<file path="src/rtl/vga_pkg.sv">
// Shared types and timing helpers for the raster timing generator.
// Default constants describe standard 640x480@60 with a 25 MHz pixel clock.
package vga_pkg;

  typedef enum logic [1:0] {IDLE, RUN, DRAIN} state_t;

  typedef struct packed {
    int act;
    int front;
    int sync;
    int back;
  } timing_t;

  typedef struct packed {
    int start;
    int total;
  } derived_t;

  // Blanking is placed at negative coordinates so active video starts at 0.
  function automatic derived_t derive(timing_t t);
    derived_t d;
    d.start = -(t.front + t.sync + t.back);
    d.total = t.act - d.start;
    return d;
  endfunction

  localparam timing_t VGA640_H = '{act: 640, front: 16, sync: 96, back: 48};
  localparam timing_t VGA640_V = '{act: 480, front: 10, sync: 2,  back: 33};

endpackage

</file>
<file path="src/rtl/vga_delay_line.sv">
// Fixed-depth register delay line with a per-bit asynchronous reset value.
module vga_delay_line #(
  parameter int            W       = 1,
  parameter int            DEPTH   = 1,
  parameter logic [W-1:0]  RST_VAL = '0
) (
  input  logic         clk,
  input  logic         rst_n,
  input  logic [W-1:0] d_i,
  output logic [W-1:0] q_o
);

  logic [DEPTH-1:0][W-1:0] pipe_q;

  always_ff @(posedge clk or negedge rst_n) begin
    if (!rst_n) begin
      pipe_q <= {DEPTH{RST_VAL}};
    end else begin
      pipe_q[0] <= d_i;
      for (int i = 1; i < DEPTH; i++) pipe_q[i] <= pipe_q[i-1];
    end
  end

  assign q_o = pipe_q[DEPTH-1];

endmodule

</file>
<file path="src/rtl/vga_timing_gen.sv">
// Parametrised raster timing generator: signed lookahead coordinates, delayed
// sync/de, frame-aligned start/stop control and a completed-frame counter.
module vga_timing_gen
  import vga_pkg::*;
#(
  parameter int H_ACT   = VGA640_H.act,
  parameter int H_FRONT = VGA640_H.front,
  parameter int H_SYNC  = VGA640_H.sync,
  parameter int H_BACK  = VGA640_H.back,
  parameter int V_ACT   = VGA640_V.act,
  parameter int V_FRONT = VGA640_V.front,
  parameter int V_SYNC  = VGA640_V.sync,
  parameter int V_BACK  = VGA640_V.back,
  parameter int H_POL   = 0,
  parameter int V_POL   = 0,
  parameter int PIPE    = 1,
  parameter int CW      = 16
) (
  input  logic                 clk_25M,
  input  logic                 rst_n,
  input  logic                 i_start,
  input  logic                 i_stop,
  output logic                 o_hs,
  output logic                 o_vs,
  output logic                 o_blank_n,
  output logic                 o_sync_n,
  output logic                 o_de,
  output logic                 o_line,
  output logic                 o_frame,
  output logic signed [CW-1:0] o_sx,
  output logic signed [CW-1:0] o_sy,
  output logic [15:0]          o_frame_cnt,
  output logic                 o_running
);

  typedef logic signed [CW-1:0] crd_t;

  localparam derived_t HD = derive('{act: H_ACT, front: H_FRONT, sync: H_SYNC, back: H_BACK});
  localparam derived_t VD = derive('{act: V_ACT, front: V_FRONT, sync: V_SYNC, back: V_BACK});
  localparam int CMAX = 2**(CW-1) - 1;

  if (HD.total > CMAX || VD.total > CMAX) begin : g_bad_cw
    $error("vga_timing_gen: CW too narrow for the frame totals");
  end
  if (PIPE < 1 || PIPE > 8) begin : g_bad_pipe
    $error("vga_timing_gen: PIPE must be within 1..8");
  end

  localparam crd_t H_START = crd_t'(HD.start);
  localparam crd_t V_START = crd_t'(VD.start);
  localparam crd_t H_LAST  = crd_t'(H_ACT - 1);
  localparam crd_t V_LAST  = crd_t'(V_ACT - 1);
  localparam crd_t HS_BEG  = crd_t'(HD.start + H_FRONT);
  localparam crd_t HS_END  = crd_t'(HD.start + H_FRONT + H_SYNC);
  localparam crd_t VS_BEG  = crd_t'(VD.start + V_FRONT);
  localparam crd_t VS_END  = crd_t'(VD.start + V_FRONT + V_SYNC);
  localparam crd_t C_ONE   = crd_t'(1);
  localparam logic HP      = 1'(H_POL);
  localparam logic VP      = 1'(V_POL);

  state_t      state_q;
  crd_t        sx_q, sy_q;
  logic [15:0] fcnt_q;

  logic run, eol, eof;
  assign run = (state_q != IDLE);
  assign eol = (sx_q == H_LAST);
  assign eof = eol && (sy_q == V_LAST);

  // Start wins over stop in IDLE/DRAIN, stop wins in RUN.
  always_ff @(posedge clk_25M or negedge rst_n) begin
    if (!rst_n) begin
      state_q <= IDLE;
      sx_q    <= H_START;
      sy_q    <= V_START;
      fcnt_q  <= '0;
    end else begin
      unique case (state_q)
        IDLE:    if (i_start) state_q <= RUN;
        RUN:     if (i_stop)  state_q <= DRAIN;
        DRAIN:   if (i_start) state_q <= RUN;
                 else if (eof) state_q <= IDLE;
        default: state_q <= IDLE;
      endcase
      if (run) begin
        if (eol) begin
          sx_q <= H_START;
          sy_q <= eof ? V_START : sy_q + C_ONE;
        end else begin
          sx_q <= sx_q + C_ONE;
        end
        if (eof) fcnt_q <= fcnt_q + 16'd1;
      end
    end
  end

  // Raw flags are gated by run so an IDLE generator emits inactive levels,
  // which also flushes the delay line after a frame-aligned stop.
  logic hs_act, vs_act, de_raw, line_raw, hs_lvl, vs_lvl;
  assign hs_act   = run && (sx_q >= HS_BEG) && (sx_q < HS_END);
  assign vs_act   = run && (sy_q >= VS_BEG) && (sy_q < VS_END);
  assign de_raw   = run && !sx_q[CW-1] && !sy_q[CW-1];
  assign line_raw = run && (sx_q == H_START) && !sy_q[CW-1];
  assign hs_lvl   = hs_act ? HP : ~HP;
  assign vs_lvl   = vs_act ? VP : ~VP;

  vga_delay_line #(
    .W      (4),
    .DEPTH  (PIPE),
    .RST_VAL({~HP, ~VP, 2'b00})
  ) u_dly (
    .clk  (clk_25M),
    .rst_n(rst_n),
    .d_i  ({hs_lvl, vs_lvl, de_raw, line_raw}),
    .q_o  ({o_hs, o_vs, o_de, o_line})
  );

  assign o_blank_n   = o_de;
  assign o_sync_n    = 1'b0;
  assign o_frame     = run && (sx_q == H_START) && (sy_q == V_START);
  assign o_sx        = sx_q;
  assign o_sy        = sy_q;
  assign o_frame_cnt = fcnt_q;
  assign o_running   = run;

endmodule
</file>
<file path="config.mk">
export PLATFORM = sky130hd
export DESIGN_NAME = vga_timing_gen
export DESIGN_NICKNAME = d
export VERILOG_FILES = /design/src/rtl/vga_pkg.sv /design/src/rtl/vga_delay_line.sv /design/src/rtl/vga_timing_gen.sv
export SDC_FILE = /design/constraint.sdc
export NUM_CORES = 1
export LEC_CHECK = 0
export ABC_AREA = 1
export ABC_CLOCK_PERIOD_IN_PS = 2200
export BUFFER_PORTS_ARGS = -buffer_cell sky130_fd_sc_hd__clkbuf_2
export CORE_MARGIN = 2
export CORE_UTILIZATION = 55
export DETAILED_ROUTE_END_ITERATION = 6
export GPL_ROUTABILITY_DRIVEN = 0
export PLACE_DENSITY = 0.83
export SYNTH_ARGS = -nofsm -noshare
export SYNTH_HDL_FRONTEND = slang
export SYNTH_SLANG_ARGS = --single-unit
</file>
<file path="constraint.sdc">
create_clock -name clk_25M -period 2.2 [get_ports clk_25M]
set_input_delay 0.22 -clock clk_25M [delete_from_list [all_inputs] [get_ports clk_25M]]
set_output_delay 0.22 -clock clk_25M [all_outputs]
set_load 0.01 [all_outputs]
</file>
==> results.sh <==
export IMPL_dieArea_sq_mm=0.00683
export IMPL_vias=3306
export IMPL_syn_area_sq_mm=0.00340
export IMPL_final_util=0.657
export IMPL_ir_worst_vdd_uv=450
export IMPL_synthToLayoutAreaGrowth_pct=15.1
export IMPL_yosysSeqAreaShare=0.407
export IMPL_viasPerCell=5.45
export IMPL_finalCritPeriodShare=0.936
export IMPL_synth_compound_area_frac=0.0409
export IMPL_critPathArrivalTime_ns=1.84
export IMPL_tightest_slew_ns=0.500
export IMPL_synthSimpleGateAreaFrac=0.395
export IMPL_drt_first_iter_violations=219
export IMPL_gr_usage_all_layers=0.247
export IMPL_first_pass_iters=5
export IMPL_drc_errors=0
export IMPL_p_comb_frac=0.201
export IMPL_syn_num_nets=481
export IMPL_cp_max_fo=6
export IMPL_antenna_found_initial=0
export IMPL_ant_nets=0
export IMPL_synth_seq_cells=54
export IMPL_p_leak_nw=1.95
export IMPL_critPathKind="flop to output port"
export IMPL_synth_xor_area_frac=0.0412
export IMPL_holdWs_ns=0.130
export IMPL_clkPwrFrac=0.316
export IMPL_most_common_layout_cells="nand2_1 (143), inv_1 (60), clkbuf_2 (58)"
export IMPL_grt_max_degree=31
export IMPL_switching_share=0.317
export IMPL_synth_mux_area_fraction=0
export IMPL_final_setup_tns_ns=0
export IMPL_rsz0062_at_grt="no"
export IMPL_synthesis_instances=471
export IMPL_initial_core_util=0.571
export IMPL_dp_worst_setup_slack_ns=0.314
export IMPL_io_pin_count=60
export IMPL_coreArea_sq_mm=0.00596
export IMPL_outcome="completed"
export IMPL_hold_viol_final=0
export IMPL_cts_setup_buffers=0
export IMPL_hold_path_class="primary input to flop"
export IMPL_clock_latency_ns=0.31
export IMPL_synth_top_family_by_area="simple AND/OR/NAND/NOR gates"
export IMPL_root_buffer="clkbuf_8"
export IMPL_cts_buffers=5
export IMPL_synth_distinct_cells=31
export IMPL_cts_path_max_buffers=2
export IMPL_ys_warn_count=0
export IMPL_p_per_area_mw_per_mm2=645
export IMPL_layout_min_cycle_time_ns=2.06
export IMPL_drt_wl_total_um=8110
export IMPL_regArea_sq_mm=0.00138
export IMPL_yosys_area_share_adder=0.0221
export IMPL_drive_gt1_frac=0.231
export IMPL_placementRows=28
export IMPL_htreeDepth=2
export IMPL_cts_tree="done"
export IMPL_crit_path_end_kind="output port"
export IMPL_grt_pass1_vias=2886
export IMPL_port_buffer_count=58
export IMPL_syn_avg_cell_area_sq_um=7.22
export IMPL_clock_skew_ns=0.0103
export IMPL_seqPwrFrac=0.483
export IMPL_nets=541
export IMPL_max_cap_viol_count=0
export IMPL_max_freq_mhz=486
export IMPL_overflow=0
export IMPL_slew_headroom=0.666
export IMPL_cp_start_kind="flop"
export IMPL_final_common_cell="nand2_1"
export IMPL_multi_input_area_sq_mm=0.00173
export IMPL_worstPathRequired_ns=1.98
export IMPL_wl_per_cell_um=13.4
export IMPL_diodes=0
export IMPL_setup_viol=0
export IMPL_cts_reportedPaths_clkPinSlew_ns=0.11
export IMPL_switching_power_mw=0.801
export IMPL_die_w_um=82.6
export IMPL_grt_pass1_wl_um=13100
export IMPL_internal_power_mw=1.72
export IMPL_fp_dieH_um=82.6
export IMPL_numClockSinks=54
export IMPL_setup_ws_ns=0.142
export IMPL_fillers=521
export IMPL_slew_violations=0
export IMPL_hpwl_um=6030
## worst max-delay path, stage by stage, from the launching register on
cell,delay (ns)
dfstp_2,0.61
nand2_2,0.10
nor2_4,0.16
inv_1,0.05
nor3_1,0.16
nand3_1,0.13
nor2_1,0.17
clkbuf_2,0.15
## kinds of logic after synthesis
kind of cell | count (synthesis)
xor+xnor | 16
other cells | 1
buf+inv | 75
flops | 54
compound gates | 27
fa+ha+maj | 6
simple gates | 292
## Yosys cell counts (all sizes together)
| library cell | number | area (sq um) |
|---|---|---|
| o22ai | 1 | 6.26 |
| inv | 66 | 248 |
| nand3 | 56 | 303 |
| o21ai | 22 | 110 |
| ha | 6 | 75.1 |
| nand4 | 10 | 62.6 |
| or2 | 1 | 6.26 |
| nor2 | 61 | 302 |
| dfrtp | 29 | 726 |
| nor4 | 4 | 25.0 |
| o21bai | 1 | 7.51 |
| nand3b | 2 | 15.0 |
| nor3 | 8 | 40.0 |
| xnor2 | 9 | 78.8 |
| buf | 9 | 67.6 |
| a21oi | 3 | 15.0 |
| xor2 | 7 | 61.3 |
| dfstp | 25 | 657 |
| nand2 | 150 | 591 |
| conb | 1 | 3.75 |
## through the flow
stage	area [sq um]	instances	total power [mW]
2_1_floorplan	3400	471	1.57
3_3_place_gp	3740	598	1.72
3_5_place_dp	3740	598	1.74
4_1_cts	3890	607	2.53
5_1_grt	3910	607	2.66
6_report	3910	607	2.52
## cell type report
cell class / count / area share
flip-flops and latches: 54 / 0.353
multi-input cells: 342 / 0.442
well taps: 75 / 0.0240
clock inverters: 3 / 0.0176
clock buffers: 5 / 0.0176
inverters: 66 / 0.0633
repair buffers: 62 / 0.0825
## state kept, by name (all words and copies together), names as in the netlist
| name | cells |
|---|---|
| u_dly.q_o | 4 |
| o_sy | 16 |
| o_frame_cnt | 16 |
| state_q | 2 |
| o_sx | 16 |
## power by group through the flow
stage | Clock (mW) | Sequential, mW | Combinational [mW]
finish | 0.799 | 1.22 | 0.508
global route | 0.853 | 1.23 | 0.577
CTS | 0.808 | 1.22 | 0.508
detailed placement | 0 | 1.23 | 0.505
global placement | 0 | 1.22 | 0.490
floorplan | 0 | 1.23 | 0.339
## repair_timing
action / 4_1_cts / 5_1_grt
endpoints found under the hold margin: 12 / 0
hold buffers: 1 / 0
resized for setup: 1 / 3
setup endpoints to repair: 1 / 1
## final timing paths
| path | end | startpoint | cells past startpoint | slack [ns] |
|---|---|---|---|---|
| max reg2reg | o_frame_cnt[15]$_DFFE_PN0P_ | o_sy[0]$_DFFE_PN1P_ | 9 | 0.29 |
| min | state_q[0]$_DFFE_PN0P_ | i_stop | 2 | 0.13 |
| min reg2reg | o_sy[14]$_DFFE_PN1P_ | o_sy[14]$_DFFE_PN1P_ | 2 | 0.52 |
| max | o_frame | o_sy[7]$_DFFE_PN1P_ | 7 | 0.14 |
| max in group asynchronous | o_sy[12]$_DFFE_PN1P_ | rst_n | 3 | 1.35 |
| min in group asynchronous | o_sx[10]$_DFFE_PN1N_ | rst_n | 2 | 0.43 |
## layer usage
layer	GRT usage	share of wire	vias to the layer above
met5	0	0	-
li1	-	-	1599
met2	0.406	0.47	134
met3	0.0402	0.067	16
met4	0.0754	0.017	0
met1	0.334	0.45	1557
No activity file was read; power rests on OpenSTA's default activity.
